File: src/rtl/date.sv
// Day/month stage of the century clock: BCD day and month with Gregorian month lengths,
// a year carry at the 31-12 rollover, and a validated synchronous load.
module date (
  input  logic       clk,
  input  logic       rst,
  input  logic       en,
  input  logic [3:0] year_0,
  input  logic [3:0] year_1,
  input  logic [3:0] year_2,
  input  logic [3:0] year_3,
  input  logic       load,
  input  logic [7:0] load_day,
  input  logic [7:0] load_month,
  output logic [3:0] day_0,
  output logic [3:0] day_1,
  output logic [3:0] month_0,
  output logic [3:0] month_1,
  output logic       year_en,
  output logic       load_err
);

  logic [7:0] day_q, day_d;
  logic [7:0] month_q, month_d;
  logic       load_err_q, load_err_d;
  logic       leap;
  logic [7:0] cur_len, load_len;
  logic       load_valid;

  // Two-digit BCD value divisible by 4.
  function automatic logic bcd_div4(input logic [3:0] d1, input logic [3:0] d0);
    logic even_ok, odd_ok;
    even_ok = (d0 == 4'd0) || (d0 == 4'd4) || (d0 == 4'd8);
    odd_ok  = (d0 == 4'd2) || (d0 == 4'd6);
    return d1[0] ? odd_ok : even_ok;
  endfunction

  // Last day of a BCD month; unused months fall back to 31 and are rejected elsewhere.
  function automatic logic [7:0] month_len(input logic [7:0] m, input logic lp);
    logic [7:0] len;
    unique case (m)
      8'h04, 8'h06, 8'h09, 8'h11: len = 8'h30;
      8'h02:                      len = lp ? 8'h29 : 8'h28;
      default:                    len = 8'h31;
    endcase
    return len;
  endfunction

  function automatic logic [7:0] bcd_inc(input logic [7:0] v);
    logic [7:0] r;
    if (v[3:0] == 4'd9) r = {v[7:4] + 4'd1, 4'd0};
    else                r = {v[7:4], v[3:0] + 4'd1};
    return r;
  endfunction

  // Century years are leap only when the century number itself is divisible by 4.
  always_comb begin
    if ((year_1 == 4'd0) && (year_0 == 4'd0)) leap = bcd_div4(year_3, year_2);
    else                                      leap = bcd_div4(year_1, year_0);
  end

  assign cur_len  = month_len(month_q, leap);
  assign load_len = month_len(load_month, leap);

  // BCD digits compare correctly as plain 8-bit values once every digit is <= 9.
  always_comb begin
    load_valid = (load_day[7:4] <= 4'd9) && (load_day[3:0] <= 4'd9) &&
                 (load_month[7:4] <= 4'd9) && (load_month[3:0] <= 4'd9) &&
                 (load_month >= 8'h01) && (load_month <= 8'h12) &&
                 (load_day >= 8'h01) && (load_day <= load_len);
  end

  always_comb begin
    day_d      = day_q;
    month_d    = month_q;
    load_err_d = 1'b0;
    if (load) begin
      if (load_valid) begin
        day_d   = load_day;
        month_d = load_month;
      end else begin
        load_err_d = 1'b1;
      end
    end else if (en) begin
      if (day_q == cur_len) begin
        day_d   = 8'h01;
        month_d = (month_q == 8'h12) ? 8'h01 : bcd_inc(month_q);
      end else begin
        day_d = bcd_inc(day_q);
      end
    end
  end

  always_ff @(posedge clk) begin
    if (rst) begin
      day_q      <= 8'h01;
      month_q    <= 8'h01;
      load_err_q <= 1'b0;
    end else begin
      day_q      <= day_d;
      month_q    <= month_d;
      load_err_q <= load_err_d;
    end
  end

  assign year_en  = en & ~load & ~rst & (day_q == 8'h31) & (month_q == 8'h12);
  assign day_0    = day_q[3:0];
  assign day_1    = day_q[7:4];
  assign month_0  = month_q[3:0];
  assign month_1  = month_q[7:4];
  assign load_err = load_err_q;

endmodule

File: config.mk
export PLATFORM = sky130hd
export DESIGN_NAME = date
export DESIGN_NICKNAME = d
export VERILOG_FILES = /design/src/rtl/date.sv
export SDC_FILE = /design/constraint.sdc
export NUM_CORES = 1
export LEC_CHECK = 0
export ABC_AREA = 1
export BUFFER_PORTS_ARGS = -buffer_cell sky130_fd_sc_hd__buf_4
export CAP_MARGIN = 40
export CORE_MARGIN = 2
export CORE_UTILIZATION = 50
export CTS_BUF_LIST = sky130_fd_sc_hd__clkbuf_8
export DETAILED_ROUTE_END_ITERATION = 6
export PLACE_DENSITY = 0.79
export SLEW_MARGIN = 30
export SYNTH_ARGS = -nofsm -noshare
export SYNTH_HDL_FRONTEND = slang
export SYNTH_SLANG_ARGS = --single-unit
File: constraint.sdc
create_clock -name clk -period 4.8 [get_ports clk]
set_input_delay 0.48 -clock clk [delete_from_list [all_inputs] [get_ports clk]]
set_output_delay 0.48 -clock clk [all_outputs]
set_load 0.03 [all_outputs]
==> results.py, run 1 <==
metrics = {
    "status": {
        "status": "completed",
    },
    "yosys": {
        "synthArstFlopShare_pct": 0,
        "synth_area_leaders": "dfxtp_1 (20%), nand2_1 (12%), nor2_1 (9.6%)",
        "synth_seq_area_share_pct": 20.3,
        "synth_top_area_cell": "dfxtp_1",
        "synth_fp_nets": 321,
        "syn-cell-area_sq_um": 1680,
        "synth_cell_type_count": 32,
        "synth_enable_flop_cells": 0,
        "syn_area_per_cell_sq_um": 6.09,
        "synthDominantCellAreaShare_pct": 20.3,
        "ys_ff_latch": 17,
        "synth_ff_type": "dfxtp_1",
        "yosysWarningCount": 0,
        "synthCells": 276,
    },
    "setup_path": {
        "critPathCaptureType": "flip-flop",
        "cp_data_arrival_time_ps": 3320,
        "timing.critical_path.fanout_max": 15,
        "cp-start-kind": "input port",
        "crit_type": "in2reg",
        "cpMaxStageDelayCell": "a21oi_4",
        "path_cells": "buf_4, or2_1, nor2_1, inv_1, nor3_1, inv_1, a21oi_1, a311oi_1, ha_1, nand3_1, o21ai_0, nand3b_1, nand2_1, nand3_1, a21oi_4, o21ai_0, o21a_1",
        "critPathRequiredTime_ps": 4960,
        "max_stage_delay_ps": 470,
    },
    "cts": {
        "clockBufferDepth": 2,
        "clkSlewWorstSetupHoldPaths_ps": 70,
        "cts_buffers": 3,
        "postCtsHoldBufs": 0,
        "ctsResizeCount": 0,
        "cts_sinks": 17,
        "worstSkewPairLatency_ps": 260,
        "htreeDepth": 1,
        "cts_tree": "built",
        "postCtsSetupBuffers": 0,
        "clockRootBuffer": "clkbuf_8",
    },
    "layout": {
        "final_cell_mix": "nand2_1 (55), buf_4 (50), nor2_1 (43)",
        "final_nets": 371,
        "fill_cells": 330,
        "drive_gt1_share_pct": 23.1,
        "syn_to_final_growth_pct": 26.9,
        "n_antenna_cell": 0,
        "layout_commonest_cell": "nand2_1",
    },
    "route": {
        "drtAntennaViolNets": 0,
        "vias": 1880,
        "viasPerCell": 5.07,
        "wl_per_cell_um": 11.7,
        "drc": 0,
        "routed_wirelength_um": 4340,
        "dr.pass1.iters": 5,
        "drt_iter0_drc": 118,
    },
    "floorplanning": {
        "core.rowCount": 21,
        "pin_count": 54,
        "coreArea_sq_um": 3280,
        "die_w_um": 62.0,
        "die_area_sq_um": 3840,
        "die_h_um": 62.0,
        "start_util_pct": 51.2,
    },
    "timing": {
        "max_freq_mhz": 316,
        "hold-worst-slack_ps": 402,
        "relSlewSlack_pct": 65.6,
        "finalCriticalPeriod_ps": 3170,
        "min_period_over_period_pct": 66.0,
        "hold_viol": 0,
        "worstMarginPinSlew_ps": 514,
        "setup_viol": 0,
        "skew_ps": 7.64,
        "final.setup.tns_ps": 0,
        "rsz0062_at_grt": "no",
        "slew_viol_final": 0,
    },
    "power_and_ir_drop": {
        "vdd.ir_drop.worst_mv": 0.198,
        "p_per_area_nw_per_um2": 204,
        "static-leakage-power_uw": 0.00104,
    },
    "global_routing": {
        "grt_max_degree": 22,
        "grt_util_met3_pct": 3.93,
        "grt_usage_pct": 24.5,
        "busiest_layer": "met2",
        "grt_use_met2_pct": 44.8,
        "grt_pass1_wl_um": 7230,
        "grt_util_met1_pct": 30.6,
        "antenna_found_initial": 0,
        "grt_remaining_overflow": 0,
        "grt_pass1_vias": 1741,
    },
    "placed_design": {
        "dp_hpwl_um": 3360,
        "portBuffers": 50,
        "place.gp.congestion": 0.897,
    },
    "job": {
        "cap_violations": 0,
    },
    "min_path": {
        "hold_path_class": "in2reg",
    },
}
==> layout make-up <==
cell class	count	area [sq um]	area share (%)
clock buffers	3	41.3	1.94
clock inverters	1	5.00	0.235
inverters	39	146	6.87
multi-input cells	215	1170	54.7
flip-flops and latches	17	340	16.0
well taps	46	57.6	2.70
repair buffers	50	375	17.6
==> final timing paths <==
kind                       from          to  slack [ps]  cells after the start
setup / recovery  load_month[7]    day_q[1]        1630                     17
hold / removal              rst    load_err         400                      2
setup reg to reg     month_q[4]  month_q[2]        2830                     11
hold reg to reg        day_q[7]    day_q[7]         550                      2
==> registers in the layout (all words and copies together), names as in the netlist <==
register / flops
day_q: 8
load_err: 1
month_q: 8
==> power breakdown <==
group | switching, uW | internal, uW | total (uW)
sequential | 15.4 | 151 | 166
clock | 53.1 | 57.7 | 111
combinational | 93.8 | 64.4 | 158
total | 162 | 273 | 435
==> cell usage after synthesis, types with 3 or more instances <==
master and number:
a21oi_1 16, nand3_4 3, nand2_2 4, inv_1 35, nand3b_1 5, inv_2 4
nand2_1 55, nor2_2 6, o21ai_1 6, xor2_1 6, nand3_1 21, dfxtp_1 17
nand4_1 5, ha_1 9, o21ai_0 12, clkbuf_1 3, nor2_1 43, nor3_1 8
==> metal layers <==
layer  part of all wire, %  vias up
met5                     0        -
met4                   1.0        0
met2                    51       44
met3                   3.7        6
met1                    45      832
li1                      -      998
==> critical path, delay by kind of cell <==
| family | cells | cell delay [ps] |
|---|---|---|
| fa+ha+maj | 1 | 290 |
| simple gates | 7 | 1010 |
| buf+inv | 3 | 310 |
| compound gates | 6 | 1220 |
==> metrics by stage <==
stage	instance area, sq um	worst slack [ps]	utilization (%)	cells	power (uW)
floorplan	1680	2190	-	276	270
global placement	2090	1500	63.5	367	324
detailed placement	2090	1430	63.5	367	327
CTS	2130	1680	64.9	371	438
global route	2130	1320	64.9	371	462
finish	2130	1630	64.9	371	435
==> cell families (layout without fill, tap and decap cells) <==
group	after synthesis	in the layout	synth area share, %
XOR/XNOR	8	8	4.17
flip-flops	17	17	20.3
AND/OR/NAND/NOR	154	154	43.5
adder cells (fa/ha/maj)	9	9	6.70
AO/OA/AOI/OAI	44	44	15.0
buffers and inverters	44	93	10.3
Note: power is estimated with default switching activity, not from simulation.
==> run 2: changes to the inputs <==
==> constraint.sdc (replaced) <==
create_clock -name clk -period 3.2 [get_ports clk]
set_input_delay 0.32 -clock clk [delete_from_list [all_inputs] [get_ports clk]]
set_output_delay 0.32 -clock clk [all_outputs]
set_load 0.03 [all_outputs]
==> results.py, run 2 (synthesis results as in run 1) <==
metrics = {
    "layout": {
        "drive_gt1_share_pct": 23.5,
        "layout_commonest_cell": "nand2_1",
        "final_nets": 373,
        "fill_cells": 321,
        "n_antenna_cell": 0,
        "fin_area_sq_um": 2150,
        "syn_to_final_growth_pct": 27.8,
        "final_cell_mix": "nand2_1 (55), buf_4 (52), nor2_1 (43)",
    },
    "route": {
        "dr.pass1.iters": 4,
        "wl_per_cell_um": 11.4,
        "drt_iter0_drc": 170,
        "viasPerCell": 5.07,
        "routed_wirelength_um": 4240,
        "drtAntennaViolNets": 0,
        "drc": 0,
        "vias": 1891,
    },
    "timing": {
        "min_period_over_period_pct": 87.2,
        "relSlewSlack_pct": 66.4,
        "slew_viol_final": 0,
        "setup_viol": 0,
        "finalCriticalPeriod_ps": 2790,
        "worstMarginPinSlew_ps": 504,
        "skew_ps": 11.7,
        "final.setup.tns_ps": 0,
        "max_freq_mhz": 358,
        "rsz0062_at_grt": "no",
        "hold_viol": 0,
    },
    "placed_design": {
        "place.gp.congestion": 0.922,
        "portBuffers": 50,
        "dpl_cell_area_sq_um": 2100,
        "dp_hpwl_um": 3380,
    },
    "global_routing": {
        "grt_usage_pct": 24.5,
        "grt_pass1_wl_um": 7160,
        "grt_pass1_vias": 1710,
        "grt_remaining_overflow": 0,
        "grt_max_degree": 22,
        "antenna_found_initial": 0,
    },
    "cts": {
        "clockRootBuffer": "clkbuf_8",
        "postCtsSetupBuffers": 0,
        "worstSkewPairLatency_ps": 260,
        "htreeDepth": 1,
        "cts_buffers": 3,
        "clkSlewWorstSetupHoldPaths_ps": 80,
        "cts_tree": "built",
        "ctsResizeCount": 0,
        "clockBufferDepth": 2,
        "cts_sinks": 17,
        "postCtsHoldBufs": 0,
    },
    "floorplanning": {
        "pin_count": 54,
        "coreArea_sq_um": 3280,
        "die_h_um": 62.0,
        "die_area_sq_um": 3840,
        "die_w_um": 62.0,
        "start_util_pct": 51.2,
        "core.rowCount": 21,
    },
    "setup_path": {
        "r2r_slack_ps": 1270,
        "timing.critical_path.fanout_max": 6,
        "cp-start-kind": "input port",
        "cp_data_arrival_time_ps": 2940,
        "crit_type": "in2reg",
        "rr_worst_depth": 12,
        "critPathRequiredTime_ps": 3340,
        "critPathCaptureType": "flip-flop",
    },
    "status": {
        "status": "completed",
    },
    "power_and_ir_drop": {
        "vdd.ir_drop.worst_mv": 0.239,
        "static-leakage-power_uw": 0.00105,
        "p_per_area_nw_per_um2": 304,
    },
    "job": {
        "cap_violations": 0,
    },
    "min_path": {
        "whs_path_depth": 2,
        "hold_path_class": "in2reg",
    },
}
run 2: layout make-up:
cell class                 count  area, sq um  share of cell area [%]
tap                           46         57.6                    2.68
sequential                    17          340                    15.9
clock inverter                 1         5.00                   0.233
timing repair buffer          52          390                    18.2
inverter                      39          146                    6.82
clock buffer                   3         41.3                    1.92
multi-input combinational    215         1170                    54.3
run 2: final timing paths:
kind / start / end
max: load_month[7] / month_q[2]
min reg2reg: day_q[7] / day_q[7]
min: rst / load_err
max reg2reg: month_q[4] / month_q[2]
run 2: metal layers:
metal	track usage, %	vias up	share of wire, %
met5	0	-	0
li1	-	1004	-
met4	5.78	0	0.94
met3	3.73	5	4.1
met1	31.5	838	44
met2	42.9	44	51
run 2: power breakdown:
part	leakage, uW	total [uW]	switching, uW	internal [uW]
Combinational	0.000884	239	140	98.5
Clock	0.0000255	166	79.4	86.5
Sequential	0.000140	249	22.4	227
run 2: metrics by stage:
step	std cells	total power (uW)	setup WS [ps]	utilization (%)	hold WS [ps]
final	373	653	409	65.4	241
after global routing	373	697	60.7	65.4	244
after CTS	373	658	405	65.4	239
after detailed placement	369	492	146	64.0	517
after global placement	369	488	221	64.0	518
after floorplan	276	404	748	-	392
run 2: critical path, cell delays in order:
cell and delay (ps):
buf_4 110, or2_1 210, nor2_1 170, inv_1 100
nor3_1 230, inv_1 100, a21oi_1 160, a311oi_1 70
ha_1 290, nand3_1 60, o21ai_0 100, nand3b_1 120
nand2_1 70, nand3_1 140, a21oi_4 230, buf_4 190
nand2_2 90, o21ai_1 130, nor2_1 50
==> run 3: changes to the inputs <==
--- a/config.mk
+++ b/config.mk
@@ -7,12 +7,13 @@
 export LEC_CHECK = 0
 export ABC_AREA = 1
 export BUFFER_PORTS_ARGS = -buffer_cell sky130_fd_sc_hd__buf_4
-export CAP_MARGIN = 40
+export CAP_MARGIN = 25
 export CORE_MARGIN = 2
 export CORE_UTILIZATION = 50
 export CTS_BUF_LIST = sky130_fd_sc_hd__clkbuf_8
 export DETAILED_ROUTE_END_ITERATION = 6
 export PLACE_DENSITY = 0.79
+export RECOVER_POWER = 25
 export SLEW_MARGIN = 30
 export SYNTH_ARGS = -nofsm -noshare
 export SYNTH_HDL_FRONTEND = slang
==> constraint.sdc (replaced) <==
create_clock -name clk -period 3.2 [get_ports clk]
set_input_delay 0.32 -clock clk [delete_from_list [all_inputs] [get_ports clk]]
set_output_delay 0.32 -clock clk [all_outputs]
set_load 0.02 [all_outputs]
==> results.py, run 3 (synthesis results as in run 1) <==
metrics = {
    "status": {
        "status": "completed",
    },
    "power_and_ir_drop": {
        "p_per_area_nw_per_um2": 300,
        "static-leakage-power_uw": 0.00102,
        "vdd.ir_drop.worst_mv": 0.239,
    },
    "setup_path": {
        "path_cells": "buf_4, or2_1, nor2_1, inv_1, nor3_1, inv_1, a21oi_1, a311oi_1, ha_1, nand3_1, o21ai_0, nand3b_1, nand2_1, nand3_1, a21oi_4, buf_4, nand2_2, o21ai_1, nor2_1",
        "max_stage_delay_ps": 290,
        "r2r_slack_ps": 1260,
        "timing.critical_path.fanout_max": 6,
        "r2r_start": "month_q[4]",
        "critPathRequiredTime_ps": 3340,
        "cpMaxStageDelayCell": "ha_1",
        "cp-start-kind": "input port",
        "rr_worst_depth": 12,
        "critPathCaptureType": "flip-flop",
        "crit_type": "in2reg",
        "worstReg2RegEnd": "month_q[2]",
        "cp_data_arrival_time_ps": 2930,
    },
    "min_path": {
        "min_delay_worst_endpoint": "load_err",
        "whs_path_depth": 2,
        "hold_path_class": "in2reg",
        "min-delay-start": "rst",
    },
    "timing": {
        "finalCriticalPeriod_ps": 2790,
        "setup_viol": 0,
        "min_period_over_period_pct": 87.2,
        "skew_ps": 10.2,
        "hold_viol": 0,
        "hold-worst-slack_ps": 243,
        "slew_viol_final": 0,
        "relSlewSlack_pct": 66.3,
        "max_freq_mhz": 359,
        "final.setup.tns_ps": 0,
        "rsz0062_at_grt": "no",
        "worstMarginPinSlew_ps": 506,
    },
    "floorplanning": {
        "die_w_um": 62.0,
        "pin_count": 54,
        "die_h_um": 62.0,
        "coreArea_sq_um": 3280,
        "die_area_sq_um": 3840,
        "core.rowCount": 21,
        "start_util_pct": 51.2,
    },
    "global_routing": {
        "grt_remaining_overflow": 0,
        "antenna_found_initial": 0,
        "grt_max_degree": 22,
        "grt_usage_pct": 24.5,
        "grt_pass1_wl_um": 7160,
        "grt_pass1_vias": 1710,
    },
    "layout": {
        "syn_to_final_growth_pct": 26.0,
        "final_nets": 373,
        "final_cell_mix": "nand2_1 (55), buf_4 (44), nor2_1 (43)",
        "layout_commonest_cell": "nand2_1",
        "n_antenna_cell": 0,
        "drive_gt1_share_pct": 21.1,
    },
    "cts": {
        "ctsResizeCount": 0,
        "clockRootBuffer": "clkbuf_8",
        "clockBufferDepth": 2,
        "cts_buffers": 3,
        "clkSlewWorstSetupHoldPaths_ps": 80,
        "cts_tree": "built",
        "postCtsHoldBufs": 0,
        "worstSkewPairLatency_ps": 260,
        "cts_sinks": 17,
        "htreeDepth": 1,
        "postCtsSetupBuffers": 0,
    },
    "placed_design": {
        "dp_hpwl_um": 3380,
        "portBuffers": 50,
        "place.gp.congestion": 0.922,
    },
    "route": {
        "wl_per_cell_um": 11.4,
        "routed_wirelength_um": 4260,
        "vias": 1888,
        "viasPerCell": 5.06,
        "dr.pass1.iters": 6,
        "drc": 0,
        "drt_iter0_drc": 173,
        "drtAntennaViolNets": 0,
    },
    "job": {
        "cap_violations": 0,
    },
}
[run 3: changes by cell type in the layout (fill, tap and decap cells not counted), sizes merged]
cell    before  now
buf         52   44
clkbuf       3   11
[run 3: how the worst max path moves through the flow]
stage                 endpoint  slack, ps     startpoint  depth (start not counted)
finish              month_q[2]        410  load_month[7]                         19
floorplan           month_q[4]        750  load_month[7]                         18
CTS                   day_q[4]        400  load_month[7]                         20
global route        month_q[4]         60  load_month[7]                         20
global placement    month_q[3]        220  load_month[7]                         19
detailed placement    day_q[4]        150  load_month[7]                         20
[run 3: area by class of cell]
class	count	area, sq um
Clock inverter	1	5.00
Fill cell	324	1170
Timing Repair Buffer	52	360
Multi-Input combinational cell	215	1170
Tap cell	46	57.6
Inverter	39	146
Sequential cell	17	340
Clock buffer	3	41.3
[run 3: metal layers]
layer,GRT usage (%),wire (um),share of wire [%]
met1,31.5,1860,44
met2,42.9,2160,51
met3,3.73,200,4.7
met4,5.78,40,0.94
met5,0,0,0
[run 3: power breakdown]
| group | internal (uW) | switching [uW] |
|---|---|---|
| combinational | 92.8 | 129 |
| clock | 86.5 | 78.4 |
| sequential | 227 | 22.2 |
[run 3: critical path: cells and delay by family]
family	cells	cell delay [ps]
AO/OA/AOI/OAI	5	690
adder cells (fa/ha/maj)	1	290
buffers and inverters	4	500
AND/OR/NAND/NOR	9	1140
[run 3: metrics by stage]
stage                     power (uW)  setup slack (ps)  cell area, sq um  util [%]  instances
final                            636               411              2120      64.5        373
after global routing             680              60.7              2120      64.5        373
after CTS                        647               405              2150      65.4        373
after detailed placement         481               146              2100      64.0        369
after global placement           477               221              2100      64.0        369
after floorplan                  393               748              1680         -        276
